### src/rtl/hazard_stall_ctrl_if.sv
// ----------------------------------------------------------------------------
// hazard_stall_ctrl_if
// Groups the signals between the pipeline and the hazard/stall controller.
//   master : pipeline side; drives ID/EX hazard inputs, receives stall,
//            bubble, flush and mul/div controls plus the perf counters.
//   slave  : controller side; the reverse directions.
// Signals:
//   id_rs1, id_rs2   ID-stage source registers (ADDRESS_W bits)
//   id_use1, id_use2 ID instruction really reads rs1 / rs2
//   ex_valid, ex_rd, ex_mem_read, ex_is_muldiv, ex_br_taken  EX-stage info
//   pc_stall, ifid_stall, idex_stall, idex_bubble, exmem_bubble,
//   ifid_flush, idex_flush, mdu_start, mdu_done               controls
//   stall_cnt, flush_cnt  saturating perf counters (PERF_W bits)
// ----------------------------------------------------------------------------
interface hazard_stall_ctrl_if #(
  parameter int ADDRESS_W = 5,
  parameter int PERF_W    = 16
);
  logic [ADDRESS_W-1:0] id_rs1;
  logic [ADDRESS_W-1:0] id_rs2;
  logic                 id_use1;
  logic                 id_use2;
  logic                 ex_valid;
  logic [ADDRESS_W-1:0] ex_rd;
  logic                 ex_mem_read;
  logic                 ex_is_muldiv;
  logic                 ex_br_taken;

  logic                 pc_stall;
  logic                 ifid_stall;
  logic                 idex_stall;
  logic                 idex_bubble;
  logic                 exmem_bubble;
  logic                 ifid_flush;
  logic                 idex_flush;
  logic                 mdu_start;
  logic                 mdu_done;
  logic [PERF_W-1:0]    stall_cnt;
  logic [PERF_W-1:0]    flush_cnt;

  modport master (
    output id_rs1, id_rs2, id_use1, id_use2, ex_valid, ex_rd,
           ex_mem_read, ex_is_muldiv, ex_br_taken,
    input  pc_stall, ifid_stall, idex_stall, idex_bubble, exmem_bubble,
           ifid_flush, idex_flush, mdu_start, mdu_done, stall_cnt, flush_cnt
  );

  modport slave (
    input  id_rs1, id_rs2, id_use1, id_use2, ex_valid, ex_rd,
           ex_mem_read, ex_is_muldiv, ex_br_taken,
    output pc_stall, ifid_stall, idex_stall, idex_bubble, exmem_bubble,
           ifid_flush, idex_flush, mdu_start, mdu_done, stall_cnt, flush_cnt
  );
endinterface

### src/rtl/hazard_stall_ctrl.sv
// ----------------------------------------------------------------------------
// hazard_stall_ctrl
// Pipeline hazard controller for the 5-stage core. Detects load-use hazards,
// sequences multi-cycle mul/div occupancy of EX, and issues taken-branch
// flushes. Controls are combinational from state and inputs.
// Ports:
//   clk    rising-edge clock
//   rst_n  synchronous active-low reset; forces all controls to 0
//   bus    hazard_stall_ctrl_if.slave (hazard inputs, controls, counters)
// ----------------------------------------------------------------------------
module hazard_stall_ctrl #(
  parameter int ADDRESS_W = 5,
  parameter int MD_LAT    = 4,
  parameter int PERF_W    = 16
) (
  input  logic               clk,
  input  logic               rst_n,
  hazard_stall_ctrl_if.slave bus
);

  localparam int CNT_W = (MD_LAT > 2) ? $clog2(MD_LAT) : 1;

  typedef enum logic [1:0] {RUN, MD_BUSY, MD_DONE} state_t;

  state_t            state_q, state_d;
  logic [CNT_W-1:0]  cnt_q, cnt_d;
  logic [PERF_W-1:0] stall_cnt_q, stall_cnt_d;
  logic [PERF_W-1:0] flush_cnt_q, flush_cnt_d;

  logic md_hit, lu_hit, br_hit;
  logic pc_stall, ifid_stall, idex_stall, idex_bubble, exmem_bubble;
  logic ifid_flush, idex_flush, mdu_start, mdu_done;

  assign md_hit = bus.ex_valid & bus.ex_is_muldiv;
  assign br_hit = bus.ex_valid & bus.ex_br_taken;
  // x0 is hardwired zero, so a load targeting it can never create a hazard.
  assign lu_hit = bus.ex_valid & bus.ex_mem_read & (bus.ex_rd != '0) &
                  ((bus.id_use1 & (bus.id_rs1 == bus.ex_rd)) |
                   (bus.id_use2 & (bus.id_rs2 == bus.ex_rd)));

  // Next-state and control decode. The start cycle counts as the first
  // stall cycle, so MD_BUSY runs MD_LAT-1 cycles (cnt from MD_LAT-2 to 0).
  // MD_DONE ignores md_hit because EX still holds the finishing mul/div.
  always_comb begin
    state_d      = state_q;
    cnt_d        = cnt_q;
    pc_stall     = 1'b0;
    ifid_stall   = 1'b0;
    idex_stall   = 1'b0;
    idex_bubble  = 1'b0;
    exmem_bubble = 1'b0;
    ifid_flush   = 1'b0;
    idex_flush   = 1'b0;
    mdu_start    = 1'b0;
    mdu_done     = 1'b0;

    case (state_q)
      RUN: begin
        if (md_hit) begin
          mdu_start    = 1'b1;
          pc_stall     = 1'b1;
          ifid_stall   = 1'b1;
          idex_stall   = 1'b1;
          exmem_bubble = 1'b1;
          cnt_d        = CNT_W'(MD_LAT - 2);
          state_d      = MD_BUSY;
        end else if (br_hit) begin
          ifid_flush = 1'b1;
          idex_flush = 1'b1;
        end else if (lu_hit) begin
          pc_stall    = 1'b1;
          ifid_stall  = 1'b1;
          idex_bubble = 1'b1;
        end
      end
      MD_BUSY: begin
        pc_stall     = 1'b1;
        ifid_stall   = 1'b1;
        idex_stall   = 1'b1;
        exmem_bubble = 1'b1;
        if (cnt_q == '0) begin
          state_d = MD_DONE;
        end else begin
          cnt_d = cnt_q - 1'b1;
        end
      end
      MD_DONE: begin
        mdu_done = 1'b1;
        state_d  = RUN;
        if (br_hit) begin
          ifid_flush = 1'b1;
          idex_flush = 1'b1;
        end else if (lu_hit) begin
          pc_stall    = 1'b1;
          ifid_stall  = 1'b1;
          idex_bubble = 1'b1;
        end
      end
      default: begin
        state_d = RUN;
      end
    endcase

    if (!rst_n) begin
      pc_stall     = 1'b0;
      ifid_stall   = 1'b0;
      idex_stall   = 1'b0;
      idex_bubble  = 1'b0;
      exmem_bubble = 1'b0;
      ifid_flush   = 1'b0;
      idex_flush   = 1'b0;
      mdu_start    = 1'b0;
      mdu_done     = 1'b0;
    end
  end

  // Perf counters stick at all-ones instead of wrapping.
  always_comb begin
    stall_cnt_d = stall_cnt_q;
    flush_cnt_d = flush_cnt_q;
    if (pc_stall && (stall_cnt_q != '1)) begin
      stall_cnt_d = stall_cnt_q + 1'b1;
    end
    if (ifid_flush && (flush_cnt_q != '1)) begin
      flush_cnt_d = flush_cnt_q + 1'b1;
    end
  end

  always_ff @(posedge clk) begin
    if (!rst_n) begin
      state_q     <= RUN;
      cnt_q       <= '0;
      stall_cnt_q <= '0;
      flush_cnt_q <= '0;
    end else begin
      state_q     <= state_d;
      cnt_q       <= cnt_d;
      stall_cnt_q <= stall_cnt_d;
      flush_cnt_q <= flush_cnt_d;
    end
  end

  assign bus.pc_stall     = pc_stall;
  assign bus.ifid_stall   = ifid_stall;
  assign bus.idex_stall   = idex_stall;
  assign bus.idex_bubble  = idex_bubble;
  assign bus.exmem_bubble = exmem_bubble;
  assign bus.ifid_flush   = ifid_flush;
  assign bus.idex_flush   = idex_flush;
  assign bus.mdu_start    = mdu_start;
  assign bus.mdu_done     = mdu_done;
  assign bus.stall_cnt    = stall_cnt_q;
  assign bus.flush_cnt    = flush_cnt_q;

endmodule
### src/flat_wrapper.sv
// flat-port wrapper written by rule: the top's interface ports become plain ports
module hazard_stall_ctrl_flat 
#(
  parameter int ADDRESS_W = 5,
  parameter int MD_LAT    = 4,
  parameter int PERF_W    = 16
)
  (clk, rst_n, bus_id_rs1, bus_id_rs2, bus_id_use1, bus_id_use2, bus_ex_valid, bus_ex_rd, bus_ex_mem_read, bus_ex_is_muldiv, bus_ex_br_taken, bus_pc_stall, bus_ifid_stall, bus_idex_stall, bus_idex_bubble, bus_exmem_bubble, bus_ifid_flush, bus_idex_flush, bus_mdu_start, bus_mdu_done, bus_stall_cnt, bus_flush_cnt);
  hazard_stall_ctrl_if #(.ADDRESS_W(ADDRESS_W), .PERF_W(PERF_W)) bus_i ();
  input  logic clk;
  input  logic rst_n;
  input wire logic [$bits(bus_i.id_rs1)-1:0] bus_id_rs1;
  input wire logic [$bits(bus_i.id_rs2)-1:0] bus_id_rs2;
  input wire logic [$bits(bus_i.id_use1)-1:0] bus_id_use1;
  input wire logic [$bits(bus_i.id_use2)-1:0] bus_id_use2;
  input wire logic [$bits(bus_i.ex_valid)-1:0] bus_ex_valid;
  input wire logic [$bits(bus_i.ex_rd)-1:0] bus_ex_rd;
  input wire logic [$bits(bus_i.ex_mem_read)-1:0] bus_ex_mem_read;
  input wire logic [$bits(bus_i.ex_is_muldiv)-1:0] bus_ex_is_muldiv;
  input wire logic [$bits(bus_i.ex_br_taken)-1:0] bus_ex_br_taken;
  output wire logic [$bits(bus_i.pc_stall)-1:0] bus_pc_stall;
  output wire logic [$bits(bus_i.ifid_stall)-1:0] bus_ifid_stall;
  output wire logic [$bits(bus_i.idex_stall)-1:0] bus_idex_stall;
  output wire logic [$bits(bus_i.idex_bubble)-1:0] bus_idex_bubble;
  output wire logic [$bits(bus_i.exmem_bubble)-1:0] bus_exmem_bubble;
  output wire logic [$bits(bus_i.ifid_flush)-1:0] bus_ifid_flush;
  output wire logic [$bits(bus_i.idex_flush)-1:0] bus_idex_flush;
  output wire logic [$bits(bus_i.mdu_start)-1:0] bus_mdu_start;
  output wire logic [$bits(bus_i.mdu_done)-1:0] bus_mdu_done;
  output wire logic [$bits(bus_i.stall_cnt)-1:0] bus_stall_cnt;
  output wire logic [$bits(bus_i.flush_cnt)-1:0] bus_flush_cnt;
  assign bus_i.id_rs1 = bus_id_rs1;
  assign bus_i.id_rs2 = bus_id_rs2;
  assign bus_i.id_use1 = bus_id_use1;
  assign bus_i.id_use2 = bus_id_use2;
  assign bus_i.ex_valid = bus_ex_valid;
  assign bus_i.ex_rd = bus_ex_rd;
  assign bus_i.ex_mem_read = bus_ex_mem_read;
  assign bus_i.ex_is_muldiv = bus_ex_is_muldiv;
  assign bus_i.ex_br_taken = bus_ex_br_taken;
  assign bus_pc_stall = bus_i.pc_stall;
  assign bus_ifid_stall = bus_i.ifid_stall;
  assign bus_idex_stall = bus_i.idex_stall;
  assign bus_idex_bubble = bus_i.idex_bubble;
  assign bus_exmem_bubble = bus_i.exmem_bubble;
  assign bus_ifid_flush = bus_i.ifid_flush;
  assign bus_idex_flush = bus_i.idex_flush;
  assign bus_mdu_start = bus_i.mdu_start;
  assign bus_mdu_done = bus_i.mdu_done;
  assign bus_stall_cnt = bus_i.stall_cnt;
  assign bus_flush_cnt = bus_i.flush_cnt;
  hazard_stall_ctrl #(.ADDRESS_W(ADDRESS_W), .MD_LAT(MD_LAT), .PERF_W(PERF_W)) u_core (.clk(clk), .rst_n(rst_n), .bus(bus_i));
endmodule
### config.mk
export PLATFORM = sky130hd
export DESIGN_NAME = hazard_stall_ctrl_flat
export DESIGN_NICKNAME = d
export VERILOG_FILES = /design/src/rtl/hazard_stall_ctrl_if.sv /design/src/rtl/hazard_stall_ctrl.sv /design/src/flat_wrapper.sv
export SDC_FILE = /design/constraint.sdc
export NUM_CORES = 1
export LEC_CHECK = 0
export BUFFER_PORTS_ARGS = -buffer_cell sky130_fd_sc_hd__buf_2
export CORE_AREA = 5 5 89 91
export DETAILED_ROUTE_END_ITERATION = 16
export DIE_AREA = 0 0 94 96
export GPL_ROUTABILITY_DRIVEN = 0
export PLACE_DENSITY = 0.5
export SKIP_CTS_REPAIR_TIMING = 1
export SLEW_MARGIN = 5
export SYNTH_ARGS = -nofsm -noshare
export SYNTH_HDL_FRONTEND = slang
export SYNTH_SLANG_ARGS = --single-unit
export TNS_END_PERCENT = 50
### constraint.sdc
create_clock -name clk -period 1.9 [get_ports clk]
set_input_delay 0.095 -clock clk [delete_from_list [all_inputs] [get_ports clk]]
set_output_delay 0.095 -clock clk [all_outputs]
set_load 0.005 [all_outputs]
==> results of run 1 <==
cell type report:
type                       count  area [um^2]  share of cell area, %
clock buffer                   7         97.6                   3.38
clock inverter                 1         5.00                  0.174
inverter                       9         33.8                   1.17
multi-input combinational    191         1280                   44.3
sequential                    36          749                   26.0
tap                           99          124                   4.30
timing repair buffer          99          598                   20.7
logic make-up after synthesis:
| logic type | after synthesis | synth area share [%] |
|---|---|---|
| AND/OR/NAND/NOR | 113 | 31.3 |
| buffers and inverters | 19 | 4.45 |
| XOR/XNOR | 24 | 10.4 |
| adder cells (fa/ha/maj) | 3 | 1.85 |
| flip-flops | 36 | 35.6 |
| AO/OA/AOI/OAI | 49 | 15.3 |
| multiplexers | 2 | 1.05 |
power by group:
part	total, uW	internal (uW)	switching, uW	leakage (uW)
sequential	762	756	5.59	0.000299
clock	617	337	280	0.0000534
combinational	177	85.7	90.9	0.000822
Yosys cell counts, drive strengths merged (3+ instances only):
cell type,count
and3,5
nand4,11
nor3,8
nor2,26
xnor2,18
o21ai,14
or4,4
inv,8
xor2,6
ha,3
o31ai,5
buf,4
nor4,3
nand2,21
dfxtp,36
or3,12
a21oi,18
nand3,10
clkbuf,6
stage by stage:
stage / setup TNS (ps) / std cells / power, uW / cell area [um^2]
2_1_floorplan: -5.74 / 246 / 881 / 2060
3_3_place_gp: -1.53 / 433 / 958 / 2720
3_5_place_dp: -5.06 / 433 / 959 / 2720
4_1_cts: -25.3 / 441 / 1590 / 2820
5_1_grt: -261 / 442 / 1640 / 2880
6_report: 0 / 442 / 1560 / 2880
worst max-delay path, stage by stage, from the launching register on:
cell and delay (ps):
dfxtp_4 380, nand4_1 90, or4_4 570, and3_4 170, a31oi_4 160, buf_12 150, mux2i_1 180, nor2_1 50
layer usage:
metal  global-route usage, %  vias to the layer above
met5                       0                        -
met3                    2.89                        5
met2                    21.6                       42
met1                    16.7                      920
li1                        -                     1082
met4                    3.97                        0
registers in the layout, indices dropped and copies added (netlist names):
register	cells
u_core.bus.stall_cnt	16
u_core.bus.flush_cnt	16
u_core.cnt_q	2
u_core.state_q	2
worst paths after layout:
check,start,endpoint,slack (ps),cells after the start
max reg2reg,u_core.bus.stall_cnt[4]$_SDFFE_PN0P_,u_core.bus.stall_cnt[1]$_SDFFE_PN0P_,30,7
min reg2reg,u_core.bus.stall_cnt[6]$_SDFFE_PN0P_,u_core.bus.stall_cnt[6]$_SDFFE_PN0P_,470,1
max,u_core.bus.stall_cnt[4]$_SDFFE_PN0P_,u_core.bus.stall_cnt[1]$_SDFFE_PN0P_,30,7
min,rst_n,u_core.bus.flush_cnt[8]$_SDFFE_PN0P_,100,2
==> results.json, run 1 <==
{
  "outcome": "complete, no violations",
  "area_growth_pct": 42.5,
  "synth_area_leaders": "dfxtp_1 36%, xnor2_1 7.8%, nor2_1 4.6%, a21oi_1 4.2%, nand2_1 3.9%",
  "slew_violations": 0,
  "path_max_fanout": 16,
  "async_reset_ff_share_pct": 0,
  "wl_per_cell_um": 12.6,
  "clk_pin_slew_ps": 70,
  "antenna_cells": 0,
  "routed.top_layer": "met4",
  "layout_setup_ws_ps": 28.2,
  "start_util_pct": 28.7,
  "wirelength_mm": 5.57,
  "syn_nets": 272,
  "fin_crit_sh_pct": 98.5,
  "core_um2": 7060,
  "syn_avg_cell_area_um2": 8.23,
  "fin_skew_ps": 5.67,
  "die_w_um": 94,
  "cts-buffers-inserted": 5,
  "dr_wl_met3_um": 256,
  "final_cell_mix": "63 x buf_2, 35 x buf_4, 25 x nor2_1, 23 x dfxtp_1, 20 x nand2_1",
  "slew_headroom_pct": 74.3,
  "syn_area_um2": 2020,
  "ctsLongestPathBuffers": 2,
  "die_y_um": 96,
  "p_per_area_nw_per_um2": 539,
  "ys_seq_area_share_pct": 35.6,
  "final_common_cell": "buf_2",
  "port_buffers": 63,
  "ys_types": 51,
  "start_kind": "register",
  "vdd_ir_drop_max_uv": 249,
  "vias_per_cell": 4.64,
  "yosysTopAreaCell": "dfxtp_1",
  "clkLatencyLatePin_ps": 290,
  "crit_arrival_ps": 2040,
  "syn_inst": 246,
  "worstMarginPinSlew_ps": 380,
  "yosysTopAreaCellShare_pct": 35.6,
  "antenna_found_initial": 0,
  "end_kind": "register",
  "grt_max_degree": 25,
  "clockRootBuffer": "clkbuf_8",
  "cts_max_level": 2,
  "hpwlAfterDp_mm": 4.38,
  "synth-main-ff-cell": "dfxtp_1",
  "finish.utilization_pct": 40.9,
  "timing.fmax_mhz": 534,
  "ys_seq_elements": 36,
  "cts.sinks": 36,
  "grt-ovfl-total": 0,
  "cts_tree": "yes",
  "rsz0062_at_grt": "true",
  "pre_cts_slack_ps": -5.06,
  "fillers": 761,
  "first_pass_iters": 4,
  "met2_length_mm": 2.65,
  "drive_gt1_share_pct": 42.0,
  "drt_iter0_markers": 50,
  "die_area_um2": 9020,
  "hold-worst-slack_ps": 97.1,
  "critPathKind": "register to register",
  "drtAntennaViolNets": 0,
  "ys_warn_count": 0,
  "power_leakage_uw": 0.00117,
  "grt_use_total_pct": 13.0,
  "met1_length_mm": 2.59,
  "fin_nets": 368,
  "fin_crit_ps": 1870,
  "drv_cap": 0,
  "drcViolationCount": 0,
  "hold_viol": 0,
  "grt_first_pass_wirelength_mm": 9.37,
  "cp.required_ps": 2070,
  "num_rows": 31,
  "num_vias": 2049,
  "setup_viol": 0,
  "top_level_ports": 64,
  "hold_path.class": "input port to register",
  "grt_pass1_vias": 1984,
  "synth-edff-count": 0
}
Note: power is estimated with default switching activity, not from simulation.
==> run 2, diff against run 1 <==
--- a/config.mk
+++ b/config.mk
@@ -10,6 +10,7 @@
 export DETAILED_ROUTE_END_ITERATION = 16
 export DIE_AREA = 0 0 94 96
 export GPL_ROUTABILITY_DRIVEN = 0
+export GPL_TIMING_DRIVEN = 0
 export PLACE_DENSITY = 0.5
 export SKIP_CTS_REPAIR_TIMING = 1
 export SLEW_MARGIN = 5
==> results.json, run 2 (same netlist as run 1, synthesis figures left out) <==
{
  "clkLatencyLatePin_ps": 290,
  "top_level_ports": 64,
  "vias_per_cell": 4.85,
  "ctsLongestPathBuffers": 2,
  "die_w_um": 94,
  "clockRootBuffer": "clkbuf_8",
  "fin_crit_sh_pct": 110,
  "cp.required_ps": 2070,
  "core_um2": 7060,
  "multi_input_area_um2": 1330,
  "cts_max_level": 2,
  "slew_violations": 0,
  "final_cell_mix": "65 x buf_2, 25 x nor2_1, 19 x nand2_1, 18 x xnor2_1, 18 x dfxtp_1",
  "num_vias": 2080,
  "end_kind": "register",
  "area_growth_pct": 39.4,
  "drive_gt1_share_pct": 43.0,
  "layout_setup_ws_ps": -191,
  "fin_crit_ps": 2090,
  "wl_per_cell_um": 13.4,
  "tns_ps": -1220,
  "outcome": "complete, but fails checks",
  "p_per_area_nw_per_um2": 552,
  "fin_skew_ps": 4.61,
  "crit_arrival_ps": 2260,
  "start_kind": "register",
  "hpwlAfterDp_mm": 4.19,
  "hold_path.class": "input port to register",
  "hold-worst-slack_ps": 144,
  "final_common_cell": "buf_2",
  "cts.sinks": 36,
  "drv_cap": 0,
  "clk_pin_slew_ps": 80,
  "start_util_pct": 28.7,
  "grt_first_pass_wirelength_mm": 9.00,
  "first_pass_iters": 4,
  "r2r_cells": 8,
  "critPathKind": "register to register",
  "holdPathStages": 2,
  "worstHoldStart": "rst_n",
  "power_leakage_uw": 0.00109,
  "violations": "negative setup slack",
  "die_area_um2": 9020,
  "cts-buffers-inserted": 5,
  "r2r-start": "u_core.bus.stall_cnt[0]$_SDFFE_PN0P_",
  "antenna_found_initial": 0,
  "slew_headroom_pct": 60.5,
  "fin_nets": 355,
  "worstMarginPinSlew_ps": 593,
  "min_to": "u_core.bus.flush_cnt[8]$_SDFFE_PN0P_",
  "finish.utilization_pct": 40.0,
  "drt_iter0_markers": 70,
  "setup_viol": 9,
  "regToRegSetupSlack_ps": -190,
  "rsz0062_at_grt": "true",
  "fillers": 744,
  "timing.fmax_mhz": 478,
  "num_rows": 31,
  "reg2reg_to": "u_core.bus.stall_cnt[1]$_SDFFE_PN0P_",
  "drtAntennaViolNets": 0,
  "path_max_fanout": 6,
  "seqCellArea_um2": 758,
  "wirelength_mm": 5.75,
  "cts_tree": "yes",
  "grt_max_degree": 12,
  "grt_pass1_vias": 1859,
  "grt-ovfl-total": 0,
  "drcViolationCount": 0,
  "antenna_cells": 0,
  "grt_use_total_pct": 12.4,
  "hold_viol": 0,
  "die_y_um": 96,
  "vdd_ir_drop_max_uv": 189,
  "p_total_uw": 1560,
  "port_buffers": 63
}
run 2: stage by stage:
stage	cell area, um^2	cells	setup WS, ps
3_3_place_gp	2500	408	-299
2_1_floorplan	2060	246	-5.74
4_1_cts	2600	416	-312
5_1_grt	2820	429	-250
3_5_place_dp	2500	408	-299
6_report	2820	429	-191
run 2: layout make-up:
| type | instances | area share (%) |
|---|---|---|
| buffer | 8 | 2.00 |
| sequential | 36 | 26.9 |
| clock buffer | 8 | 3.55 |
| multi-input combinational | 192 | 47.3 |
| inverter | 9 | 1.20 |
| timing repair buffer | 77 | 14.7 |
| tap | 99 | 4.39 |
run 2: power breakdown:
group          leakage, uW  total [uW]  switching [uW]  internal, uW
clock            0.0000515         612             281           331
sequential        0.000301         767            11.3           756
combinational     0.000734         178            94.5          83.9
run 2: critical path, cell delays in order (launching register included):
cell and delay, ps:
dfxtp_4 380, ha_4 150, nand3_4 90, or4_4 590, and3_4 190, a31oi_4 190, buf_6 150, mux2i_1 180
nor2_1 50
run 2: worst max path at each step:
| stage | startpoint | endpoint | slack, ps | depth (start not counted) |
|---|---|---|---|---|
| finish | u_core.bus.stall_cnt[0]$_SDFFE_PN0P_ | u_core.bus.stall_cnt[1]$_SDFFE_PN0P_ | -190 | 8 |
| global route | u_core.bus.stall_cnt[0]$_SDFFE_PN0P_ | u_core.bus.stall_cnt[1]$_SDFFE_PN0P_ | -250 | 8 |
| CTS | u_core.state_q[0]$_SDFFE_PN0P_ | u_core.bus.stall_cnt[15]$_SDFFE_PN0P_ | -310 | 8 |
| detailed placement | u_core.state_q[0]$_SDFFE_PN0P_ | u_core.bus.stall_cnt[15]$_SDFFE_PN0P_ | -300 | 8 |
| global placement | u_core.state_q[0]$_SDFFE_PN0P_ | u_core.bus.stall_cnt[15]$_SDFFE_PN0P_ | -300 | 8 |
| floorplan | u_core.bus.stall_cnt[1]$_SDFFE_PN0P_ | u_core.bus.stall_cnt[1]$_SDFFE_PN0P_ | -6 | 8 |
run 2: metal layers:
metal / GRT usage [%] / part of all wire, %
met1: 15.9 / 47
met2: 20.4 / 47
met3: 2.97 / 5.1
met4: 3.97 / 1.1
met5: 0 / 0
